File: src/rtl/row_clear_engine_if.sv
// Handshake and data bundle between a requester and row_clear_engine.
// The requester drives start/grid_in; the engine returns status and the compacted grid.
`timescale 1ns/1ps
interface row_clear_engine_if #(
  parameter int COLS = 10,
  parameter int ROWS = 18,
  parameter int CW   = $clog2(ROWS + 1)
);
  logic                 start;
  logic [COLS*ROWS-1:0] grid_in;
  logic                 busy;
  logic                 done;
  logic [COLS*ROWS-1:0] grid_out;
  logic [CW-1:0]        lines_cleared;

  modport master (
    output start, grid_in,
    input  busy, done, grid_out, lines_cleared
  );

  modport slave (
    input  start, grid_in,
    output busy, done, grid_out, lines_cleared
  );
endinterface

File: src/rtl/row_clear_engine.sv
// Row clear engine: removes every full row from a playfield snapshot, letting the rows
// above fall down, and reports how many rows were removed. One row is examined per cycle
// (bottom to top); each removal costs one extra shift cycle plus a re-check of the same row.
`timescale 1ns/1ps
module row_clear_engine #(
  parameter int COLS = 10,
  parameter int ROWS = 18,
  parameter int CW   = $clog2(ROWS + 1)
) (
  input  logic              Clk,
  input  logic              Reset,
  row_clear_engine_if.slave bus
);

  localparam int N  = COLS * ROWS;
  localparam int RW = (ROWS > 1) ? $clog2(ROWS) : 1;

  typedef enum logic [1:0] {StIdle, StScan, StShift, StDone} state_e;

  state_e        state;
  logic [N-1:0]  work;
  logic [RW-1:0] r;
  logic [CW-1:0] count;

  logic          row_full;
  logic [N-1:0]  shifted;

  // Fullness of the row under the pointer, and the grid with rows 0..r dropped by one.
  always_comb begin
    row_full = &work[int'(r)*COLS +: COLS];
    shifted  = work;
    for (int k = 0; k < ROWS; k++) begin
      if (k == 0) begin
        shifted[0 +: COLS] = '0;
      end else if (k <= int'(r)) begin
        shifted[k*COLS +: COLS] = work[(k-1)*COLS +: COLS];
      end
    end
  end

  // Control FSM with registered status and result outputs.
  always_ff @(posedge Clk) begin
    if (!Reset) begin
      state             <= StIdle;
      work              <= '0;
      r                 <= RW'(ROWS - 1);
      count             <= '0;
      bus.busy          <= 1'b0;
      bus.done          <= 1'b0;
      bus.grid_out      <= '0;
      bus.lines_cleared <= '0;
    end else begin
      bus.done <= 1'b0;
      unique case (state)
        StIdle: begin
          if (bus.start) begin
            work     <= bus.grid_in;
            r        <= RW'(ROWS - 1);
            count    <= '0;
            bus.busy <= 1'b1;
            state    <= StScan;
          end
        end
        StScan: begin
          if (row_full) begin
            state <= StShift;
          end else if (r != '0) begin
            r <= r - RW'(1);
          end else begin
            // Results are captured on entry to DONE so they are valid alongside done.
            bus.busy          <= 1'b0;
            bus.done          <= 1'b1;
            bus.grid_out      <= work;
            bus.lines_cleared <= count;
            state             <= StDone;
          end
        end
        StShift: begin
          // Pointer stays put so the row that fell into r is examined next.
          work  <= shifted;
          count <= count + CW'(1);
          state <= StScan;
        end
        StDone: begin
          state <= StIdle;
        end
        default: begin
          state <= StIdle;
        end
      endcase
    end
  end

endmodule
File: src/flat_wrapper.sv
// flat-port wrapper written by rule: the top's interface ports become plain ports
module row_clear_engine_flat 
#(
  parameter int COLS = 10,
  parameter int ROWS = 18,
  parameter int CW   = $clog2(ROWS + 1)
)
  (Clk, Reset, bus_start, bus_grid_in, bus_busy, bus_done, bus_grid_out, bus_lines_cleared);
  row_clear_engine_if #(.COLS(COLS), .ROWS(ROWS), .CW(CW)) bus_i ();
  input  logic Clk;
  input  logic Reset;
  input wire logic [$bits(bus_i.start)-1:0] bus_start;
  input wire logic [$bits(bus_i.grid_in)-1:0] bus_grid_in;
  output wire logic [$bits(bus_i.busy)-1:0] bus_busy;
  output wire logic [$bits(bus_i.done)-1:0] bus_done;
  output wire logic [$bits(bus_i.grid_out)-1:0] bus_grid_out;
  output wire logic [$bits(bus_i.lines_cleared)-1:0] bus_lines_cleared;
  assign bus_i.start = bus_start;
  assign bus_i.grid_in = bus_grid_in;
  assign bus_busy = bus_i.busy;
  assign bus_done = bus_i.done;
  assign bus_grid_out = bus_i.grid_out;
  assign bus_lines_cleared = bus_i.lines_cleared;
  row_clear_engine #(.COLS(COLS), .ROWS(ROWS), .CW(CW)) u_core (.Clk(Clk), .Reset(Reset), .bus(bus_i));
endmodule
File: config.mk
export PLATFORM = sky130hd
export DESIGN_NAME = row_clear_engine_flat
export DESIGN_NICKNAME = d
export VERILOG_FILES = /design/src/rtl/row_clear_engine_if.sv /design/src/rtl/row_clear_engine.sv /design/src/flat_wrapper.sv
export SDC_FILE = /design/constraint.sdc
export NUM_CORES = 1
export LEC_CHECK = 0
export CAP_MARGIN = 20
export CORE_ASPECT_RATIO = 0.8
export CORE_MARGIN = 2
export CORE_UTILIZATION = 65
export DETAILED_ROUTE_END_ITERATION = 8
export DONT_BUFFER_PORTS = 1
export PLACE_DENSITY = 0.78
export REMOVE_ABC_BUFFERS = 1
export SLEW_MARGIN = 30
export SYNTH_ARGS = -nofsm -noshare
export SYNTH_HDL_FRONTEND = slang
export SYNTH_SLANG_ARGS = --single-unit
export TNS_END_PERCENT = 30
File: constraint.sdc
create_clock -name Clk -period 5.3 [get_ports Clk]
set_clock_uncertainty 0.05 [all_clocks]
set_input_delay 1.06 -clock Clk [delete_from_list [all_inputs] [get_ports Clk]]
set_output_delay 1.06 -clock Clk [all_outputs]
set_load 0.05 [all_outputs]
==> impl_metrics.yaml <==
critical_path:
  crit_arrival_ns: 4.57
  critPathKind: "register to register"
  crit_path_start_kind: "register"
  worstPathMaxFanout: 54
  cp-end-kind: "register"
  crit_required_ns: 5.68
die:
  die_area_um2: 27700
  ios: 370
  fp.dieH_um: 149
  initial_core_util: 0.656
  dieWidth_um: 186
  row_count: 53
  core_um2: 26100
timing:
  grt_setup_unrepaired: "false"
  finalSetupTns_ns: 0
  finalMaxSlewViolations: 0
  setup_viol: 0
  tightest_slew_ns: 0.979
  timing.fmax_ghz: 0.239
  finalHoldViolations: 0
  period_share: 0.789
  fin_crit_ns: 4.18
  slew_headroom: 0.347
route:
  wl_per_cell_um: 23.9
  wirelength_um: 55400
  drt_iter0_markers: 1907
  drc_errors: 0
  route.vias.total: 15800
  first_pass_iters: 6
  ant_nets: 0
  viasPerCell: 6.83
finish:
  utilization: 0.700
  final_cell_mix: "443 x nand2_1, 376 x dfxtp_1, 198 x nor2_1"
  n_antenna_cell: 0
  instances_no_fill: 2318
  syn_to_final_growth_pct: 6.69
  nets: 2122
  post_route_cells_drive_above_1_share: 0.0709
  final_common_cell: "nand2_1"
  final_area_um2: 18300
clock_network:
  post_cts_buffers: 0
  cts-root-buf: "clkbuf_16"
  clkTransAtPathRegs_ns: 0.06
  numCtsBuffers: 37
  clock_latency_ns: 0.52
  cts_tree: "built"
  cts-hold-fix-buffers: 0
  cts_resized: 0
  clk_path_buf_depth: 3
  cts_htree_levels: 2
  numClockSinks: 379
outcome:
  outcome: "finished clean"
place:
  port_buffers: 0
  placed_cell_area_um2: 17000
  place.gp.congestion: 0.865
  dp_cells: 2251
  dp_hpwl_um: 35700
power_and_ir_drop:
  p_leak_uw: 0.00630
  pwr_density_cell_nw_per_um2: 359
  vdd_drop_max_mv: 0.252
global_route:
  first_global_vias: 14700
  grt_pass1_wl_um: 84500
  grt_max_degree: 199
  overflow: 0
  antenna_found_initial: 0
  grt_usage: 0.389
yosys:
  async_flop_share: 0
  synth_edf_count: 0
  synth-seq-cells: 379
  synth_cells: 2083
  syn_avg_cell_area_um2: 8.23
  synth.lib_cells_used.distinct: 60
  yosys_warnings: 0
  netlist_area_um2: 17100
  synthFlopType: "dfxtp_1"
  seq_area_frac_synth: 0.442
job:
  drv_cap: 0
worst_hold_path:
  hold_path.class: "register to register"
[metal layers]
layer	vias up	global-route usage	part of all wire
met5	-	0	0
met2	1004	0.576	0.43
li1	7116	-	-
met3	160	0.111	0.13
met1	7557	0.540	0.40
met4	0	0.146	0.042
[worst max-delay path: stages, from the launching register on]
cell and delay [ns]:
dfxtp_2 0.77, buf_4 0.43, mux4_2 0.63, mux2_2 0.30, nand2_1 0.07, a32oi_1 0.09, and3_1 0.27, a31o_4 0.46
buf_12 0.27, nor2_4 0.12, buf_12 0.29, mux2i_1 0.26
[kinds of logic (layout without fill, tap and decap cells)]
group,Yosys count,in the layout,synth area share
simple gates,829,829,0.199
mux,118,118,0.0917
flops,379,379,0.442
fa+ha+maj,6,6,0.00438
buf+inv,217,95,0.0603
compound gates,534,534,0.202
[cell type report]
class                           instances  area, µm²
Sequential cell                       379       7590
Inverter                                5       31.3
Multi-Input combinational cell       1487       8710
Clock inverter                         11        144
Clock buffer                           56       1150
Tap cell                              357        447
Timing Repair Buffer                   23        223
Fill cell                            2137       7830
[final timing paths]
kind                                 startpoint                           to  slack [ns]  cells after the start
worst min-delay path            u_core.count[4]  u_core.bus.lines_cleared[4]        0.43                      2
worst max-delay path                u_core.r[0]     u_core.bus.grid_out[151]        1.12                     11
worst min register to register  u_core.count[4]  u_core.bus.lines_cleared[4]        0.43                      2
worst max register to register      u_core.r[0]     u_core.bus.grid_out[151]        1.12                     11
[power by group]
group / internal (µW) / total (µW) / switching, µW
sequential: 2970 / 3150 / 180
clock: 1650 / 2790 / 1140
combinational: 221 / 617 / 396
total: 4850 / 6560 / 1710
[cell usage after synthesis (4+ instances only)]
| library cell | count | area [µm²] |
|---|---|---|
| a21oi_1 | 163 | 816 |
| a22oi_1 | 20 | 150 |
| a31oi_1 | 5 | 31.3 |
| dfxtp_1 | 379 | 7590 |
| nand2_1 | 443 | 1660 |
| a311oi_1 | 170 | 1490 |
| nor2_1 | 201 | 754 |
| clkbuf_1 | 163 | 612 |
| o21ai_0 | 131 | 656 |
| mux4_1 | 10 | 263 |
| mux2i_1 | 87 | 871 |
| buf_6 | 21 | 236 |
| o21ai_1 | 20 | 100 |
| buf_4 | 4 | 30.0 |
| or2_2 | 5 | 31.3 |
| nor2b_1 | 4 | 25.0 |
| ha_1 | 6 | 75.1 |
| buf_2 | 19 | 95.1 |
| nand3_1 | 150 | 751 |
| mux4_2 | 18 | 405 |
[flip-flops by register name, indices dropped and copies added, names as in the netlist]
signal / count
u_core.bus.lines_cleared: 5
u_core.work: 180
u_core.r: 5
u_core.bus.grid_out: 180
u_core.count: 5
u_core.state: 2
u_core.bus.busy: 1
u_core.bus.done: 1
[stage by stage]
step	hold WS, ns	total power, µW	setup slack [ns]
after floorplan	0.397	3570	-2.42
after CTS	0.426	6540	1.13
after detailed placement	0.423	3800	1.15
after global placement	0.414	3780	1.13
final	0.427	6560	1.12
after global routing	0.460	6750	0.925
Note: power is estimated with default switching activity, not from simulation.
